## src/rtl/ifetch_queue_if.sv

```systemverilog
// ifetch_queue_if: fetch-stage bus bundle (imem req/ack, redirect, decode valid/ready)
// Ports (master = fetch unit, slave = imem/decode/branch side):
//   imem_req, imem_addr[31:0]  fetch request and word-aligned address
//   imem_ack, imem_rdata[31:0] imem accept and returned word, same cycle
//   redirect, redirect_pc[31:0] flush and restart fetch
//   inst_valid, inst[31:0], inst_pc[31:0], inst_ready  queue head to decode
interface ifetch_queue_if;
    logic        imem_req;
    logic [31:0] imem_addr;
    logic        imem_ack;
    logic [31:0] imem_rdata;
    logic        redirect;
    logic [31:0] redirect_pc;
    logic        inst_valid;
    logic [31:0] inst;
    logic [31:0] inst_pc;
    logic        inst_ready;
    modport master (
        output imem_req, imem_addr, inst_valid, inst, inst_pc,
        input  imem_ack, imem_rdata, redirect, redirect_pc, inst_ready
    );
    modport slave (
        input  imem_req, imem_addr, inst_valid, inst, inst_pc,
        output imem_ack, imem_rdata, redirect, redirect_pc, inst_ready
    );
endinterface

```

## src/rtl/ifetch_queue.sv

```systemverilog
// ifetch_queue: fetch PC owner, imem req/ack master and {pc,inst} FIFO feeding decode
// Ports:
//   clk  rising-edge clock
//   rst  synchronous active-high reset
//   bus  ifetch_queue_if.master (imem handshake, redirect, decode handshake)
module ifetch_queue #(
    parameter int          DEPTH    = 4,
    parameter logic [31:0] RESET_PC = 32'h0000_0000
) (
    input logic           clk,
    input logic           rst,
    ifetch_queue_if.master bus
);
    localparam int AW = $clog2(DEPTH);
    localparam int CW = AW + 1;
    localparam logic [CW-1:0] FULL = CW'(DEPTH);
    typedef enum logic [1:0] {IDLE, WAIT, DROP} state_t;
    state_t        state, state_next;
    logic [31:0]   fpc, fpc_next, drop_addr, target;
    logic [AW-1:0] rd_ptr, wr_ptr;
    logic [CW-1:0] count, count_next;
    logic [31:0]   mem_inst [DEPTH];
    logic [31:0]   mem_pc [DEPTH];
    logic          push, pop;
    assign target = bus.redirect_pc & ~32'h3;
    assign push = (state == WAIT) & bus.imem_ack & ~bus.redirect;
    assign pop = bus.inst_valid & bus.inst_ready;
    // redirect flushes and wins over any same-cycle push/pop
    assign count_next = bus.redirect ? '0 : count + CW'(push) - CW'(pop);
    assign bus.imem_req = (state != IDLE);
    // DROP keeps presenting the abandoned address until imem acks it
    assign bus.imem_addr = (state == DROP) ? drop_addr : fpc;
    assign bus.inst_valid = (count != '0);
    assign bus.inst = mem_inst[rd_ptr];
    assign bus.inst_pc = mem_pc[rd_ptr];
    always_comb begin
        state_next = state;
        fpc_next = fpc;
        case (state)
            IDLE: begin
                if (bus.redirect) fpc_next = target;
                else if (count != FULL) state_next = WAIT;
            end
            WAIT: begin
                if (bus.redirect) begin
                    fpc_next = target;
                    state_next = bus.imem_ack ? IDLE : DROP;
                end else if (bus.imem_ack) begin
                    fpc_next = fpc + 32'd4;
                    // slot for the next word is reserved only while space remains
                    state_next = (count_next == FULL) ? IDLE : WAIT;
                end
            end
            DROP: begin
                if (bus.redirect) fpc_next = target;
                if (bus.imem_ack) state_next = IDLE;
            end
            default: state_next = IDLE;
        endcase
    end
    always_ff @(posedge clk) begin
        if (rst) begin
            state <= IDLE;
            fpc <= RESET_PC;
            drop_addr <= RESET_PC;
            count <= '0;
            rd_ptr <= '0;
            wr_ptr <= '0;
            for (int i = 0; i < DEPTH; i++) begin
                mem_inst[i] <= '0;
                mem_pc[i] <= '0;
            end
        end else begin
            state <= state_next;
            fpc <= fpc_next;
            count <= count_next;
            if (state == WAIT && bus.redirect && !bus.imem_ack) drop_addr <= fpc;
            if (push) begin
                mem_inst[wr_ptr] <= bus.imem_rdata;
                mem_pc[wr_ptr] <= fpc;
            end
            rd_ptr <= bus.redirect ? '0 : rd_ptr + AW'(pop);
            wr_ptr <= bus.redirect ? '0 : wr_ptr + AW'(push);
        end
    end
endmodule

```

## src/flat_wrapper.sv

```systemverilog
// flat-port wrapper written by rule: the top's interface ports become plain ports
module ifetch_queue_flat 
#(
    parameter int          DEPTH    = 4,
    parameter logic [31:0] RESET_PC = 32'h0000_0000
)
  (clk, rst, bus_imem_req, bus_imem_addr, bus_inst_valid, bus_inst, bus_inst_pc, bus_imem_ack, bus_imem_rdata, bus_redirect, bus_redirect_pc, bus_inst_ready);
  ifetch_queue_if bus_i ();
  input logic clk;
  input logic rst;
  output wire logic [$bits(bus_i.imem_req)-1:0] bus_imem_req;
  output wire logic [$bits(bus_i.imem_addr)-1:0] bus_imem_addr;
  output wire logic [$bits(bus_i.inst_valid)-1:0] bus_inst_valid;
  output wire logic [$bits(bus_i.inst)-1:0] bus_inst;
  output wire logic [$bits(bus_i.inst_pc)-1:0] bus_inst_pc;
  input wire logic [$bits(bus_i.imem_ack)-1:0] bus_imem_ack;
  input wire logic [$bits(bus_i.imem_rdata)-1:0] bus_imem_rdata;
  input wire logic [$bits(bus_i.redirect)-1:0] bus_redirect;
  input wire logic [$bits(bus_i.redirect_pc)-1:0] bus_redirect_pc;
  input wire logic [$bits(bus_i.inst_ready)-1:0] bus_inst_ready;
  assign bus_imem_req = bus_i.imem_req;
  assign bus_imem_addr = bus_i.imem_addr;
  assign bus_inst_valid = bus_i.inst_valid;
  assign bus_inst = bus_i.inst;
  assign bus_inst_pc = bus_i.inst_pc;
  assign bus_i.imem_ack = bus_imem_ack;
  assign bus_i.imem_rdata = bus_imem_rdata;
  assign bus_i.redirect = bus_redirect;
  assign bus_i.redirect_pc = bus_redirect_pc;
  assign bus_i.inst_ready = bus_inst_ready;
  ifetch_queue #(.DEPTH(DEPTH), .RESET_PC(RESET_PC)) u_core (.clk(clk), .rst(rst), .bus(bus_i));
endmodule
```

## config.mk

```make
export PLATFORM = sky130hd
export DESIGN_NAME = ifetch_queue_flat
export DESIGN_NICKNAME = d
export VERILOG_FILES = /design/src/rtl/ifetch_queue_if.sv /design/src/rtl/ifetch_queue.sv /design/src/flat_wrapper.sv
export SDC_FILE = /design/constraint.sdc
export NUM_CORES = 1
export LEC_CHECK = 0
export ABC_AREA = 1
export BUFFER_PORTS_ARGS = -buffer_cell sky130_fd_sc_hd__buf_4
export CAP_MARGIN = 0
export CORE_ASPECT_RATIO = 0.8
export CORE_MARGIN = 5
export CORE_UTILIZATION = 59
export DETAILED_ROUTE_END_ITERATION = 16
export HOLD_SLACK_MARGIN = 0.03
export PLACE_DENSITY = 0.8
export RECOVER_POWER = 100
export REMOVE_ABC_BUFFERS = 1
export SETUP_SLACK_MARGIN = 0.3
export SKIP_CTS_REPAIR_TIMING = 1
export SYNTH_ARGS = -nofsm -noshare
export SYNTH_HDL_FRONTEND = slang
export SYNTH_SLANG_ARGS = --single-unit
```

## constraint.sdc

```tcl
create_clock -name clk -period 8.6 [get_ports clk]
set_clock_uncertainty 0.05 [all_clocks]
set_input_delay 0.86 -clock clk [delete_from_list [all_inputs] [get_ports clk]]
set_output_delay 0.86 -clock clk [all_outputs]
set_load 0.005 [all_outputs]
```

==> results.json <==
{
  "first_iter_violations": 1325,
  "final_cells": 2029,
  "die_w_um": 185,
  "grt_pass1_wl_um": 58900,
  "tightest_slew_ps": 3510,
  "buffer_ports.inserted": 162,
  "r2r_end": "u_core.mem_pc[2][26]$_SDFFCE_PN0P_",
  "p_sw_mw": 0.809,
  "post-route-period-util": 0.638,
  "slew_viol_final": 299,
  "ys_ff_latch": 321,
  "setup-violations-final": 0,
  "grt_max_degree": 118,
  "rsz0062_at_grt": "false",
  "cp_max_fo": 61,
  "rr_worst_depth": 9,
  "max_stage_delay_ps": 2550,
  "violations": "max-capacitance violations, max-slew violations",
  "power_density_mw_per_mm2": 204,
  "syn_area_mm2": 0.0145,
  "synth_area_leaders": "edfxtp_1 52%, nor2_1 12%, dfxtp_1 9.5%",
  "ir_worst_vdd_v": 0.000171,
  "cts_tree": "yes",
  "clock_sinks": 321,
  "routabilityCongestion": 0.943,
  "setup-tns-final_ps": 0,
  "drtPass1Iterations": 5,
  "relSlewSlack": -1.35,
  "start_util": 0.598,
  "syn_area_per_cell_um2": 9.22,
  "antenna_found_initial": 0,
  "drv_cap": 6,
  "power_switching_share": 0.239,
  "status": "finished, violations left",
  "hp-class": "flip-flop to flip-flop",
  "synth_edf_count": 252,
  "setup.worst_path.start": "u_core.state[1]$_SDFFE_PP0P_",
  "hold_viol": 0,
  "fmax_mhz": 182,
  "syn_to_final_growth_pct": 14.6,
  "htreeDepth": 1,
  "synth_cells": 1577,
  "num_antenna_cells": 0,
  "wl_per_cell_um": 18.7,
  "grt.overflow.total": 0,
  "yosysTopAreaCellShare": 0.521,
  "clkLatencyLatePin_ps": 560,
  "fin_nets": 1759,
  "drive_gt1_frac": 0.129,
  "drt_wl_total_um": 37900,
  "cts_made_buffers": 31,
  "crit_type": "flip-flop to primary output",
  "dpl-instance-area_mm2": 0.0158,
  "power.total_mw": 3.39,
  "fin_crit_ps": 5490,
  "post-route-cell-area_mm2": 0.0167,
  "crit_chain": "inv_1 > nor2_1 > o21ai_0 > buf_4",
  "r2r_slack_ps": 4610,
  "root_buffer": "clkbuf_16",
  "die-area_mm2": 0.0279,
  "ios": 167,
  "cp_slowest_cell": "nor2_1",
  "synth_async_sr_flop_share": 0,
  "drcViolationCount": 0,
  "worstSetupEndpointType": "primary output",
  "synth.distinct_cells": 38,
  "clockBufferDepth": 3,
  "viasPerCell": 5.77,
  "ant_nets": 0,
  "p_seq_frac": 0.525,
  "power.internal_mw": 2.58,
  "crit_arrival_ps": 4580,
  "power_frac_clock": 0.384,
  "grt_pass1_vias": 11300,
  "ys_warn_count": 0,
  "via_count": 11700,
  "clk_pin_slew_ps": 60,
  "cp-start-kind": "flip-flop",
  "core_mm2": 0.0243,
  "dp_hpwl_um": 21300,
  "hold_depth": 2,
  "synth_top_area_cell": "edfxtp_1",
  "combinationalPowerShare": 0.090,
  "power_leakage_nw": 6.44,
  "core.rowCount": 51,
  "dp_cells": 1971,
  "ys_seq_area_frac": 0.616,
  "cp.required_ps": 7690,
  "dieHeight_um": 150,
  "timing.rr.start": "u_core.state[0]$_SDFFE_PP0P_",
  "critPathCapture": "bus_imem_addr[9]",
  "ys.flop_type": "edfxtp_1",
  "grt_usage": 0.267
}
-- cells by family after synthesis --
group,synth area share
flip-flops,0.616
other,0.000258
AO/OA/AOI/OAI,0.127
AND/OR/NAND/NOR,0.193
XOR/XNOR,0.00121
adder cells (fa/ha/maj),0.00396
buffers and inverters,0.0592
-- through the flow --
| stage | setup WS, ps | utilization | hold slack [ps] |
|---|---|---|---|
| after floorplan | 2230 | - | 402 |
| after global placement | 4160 | 0.650 | 416 |
| after detailed placement | 4140 | 0.650 | 437 |
| after CTS | 4740 | 0.689 | 447 |
| after global routing | 2680 | 0.685 | 459 |
| final | 3110 | 0.685 | 450 |
-- sequential cells by signal (all words and copies together) (netlist names) --
signal            flops
u_core.state          2
u_core.mem_inst     128
u_core.drop_addr     30
u_core.wr_ptr         2
u_core.fpc           30
u_core.mem_pc       124
u_core.rd_ptr         2
u_core.count          3
-- routing by layer --
metal,vias up,track usage,part of all wire
met4,0,0.0785,0.025
met1,5535,0.371,0.41
li1,5548,-,-
met3,66,0.0464,0.091
met5,-,0,0
met2,567,0.437,0.47
-- power by group through the flow --
stage,sequential (mW),combinational [mW],clock (mW)
floorplan,1.80,0.159,0
global placement,1.81,0.303,0
detailed placement,1.81,0.309,0
CTS,1.78,0.311,1.31
global route,1.79,0.340,1.38
finish,1.78,0.307,1.30
-- cells in the mapped netlist (12+ instances only) --
| cell | count |
|---|---|
| a21oi_1 | 61 |
| buf_2 | 16 |
| buf_6 | 12 |
| clkbuf_1 | 67 |
| dfxtp_1 | 69 |
| edfxtp_1 | 252 |
| inv_1 | 89 |
| nand2_1 | 186 |
| nand3_1 | 31 |
| nor2_1 | 450 |
| nor3_1 | 18 |
| o21ai_0 | 205 |
| o22ai_1 | 64 |
-- critical path, delay by kind of cell (launching register included) --
kind,cells,cell delay (ps)
simple gates,1,2550
flops,1,410
compound gates,1,640
buf+inv,2,400
-- worst min path at each step --
| stage | start | endpoint | slack [ps] |
|---|---|---|---|
| global placement | u_core.fpc[31]$_SDFFE_PP0P_ | u_core.fpc[31]$_SDFFE_PP0P_ | 420 |
| floorplan | u_core.fpc[31]$_SDFFE_PP0P_ | u_core.fpc[31]$_SDFFE_PP0P_ | 400 |
| detailed placement | u_core.fpc[31]$_SDFFE_PP0P_ | u_core.fpc[31]$_SDFFE_PP0P_ | 440 |
| CTS | u_core.fpc[31]$_SDFFE_PP0P_ | u_core.fpc[31]$_SDFFE_PP0P_ | 450 |
| finish | u_core.fpc[31]$_SDFFE_PP0P_ | u_core.fpc[31]$_SDFFE_PP0P_ | 450 |
| global route | u_core.fpc[31]$_SDFFE_PP0P_ | u_core.fpc[31]$_SDFFE_PP0P_ | 460 |
-- placed cells by master, fill, tap and decap left out, types with 3 or more instances in the layout --
cell       instances
nand4_1            6
nand2_4            4
nor2_1           453
clkinv_1           6
conb_1             6
nand3_1           31
inv_1             90
o22ai_1           64
clkinv_2           6
a21oi_1           61
nand2_1          184
clkbuf_8           4
clkbuf_1          21
clkbuf_4          61
o21ai_0          206
edfxtp_1         252
dfxtp_1           68
clkbuf_16         31
nor3_1            19
ha_1               3
buf_4            100
a31oi_1            6
-- layout make-up --
cell class	count	area (µm²)
Sequential cell	321	8950
Fill cell	1904	7660
Multi-Input combinational cell	1064	4730
Timing Repair Buffer	173	1250
Clock buffer	44	865
Tap cell	318	398
Inverter	95	358
Clock inverter	14	100
No activity file was read; power rests on OpenSTA's default activity.
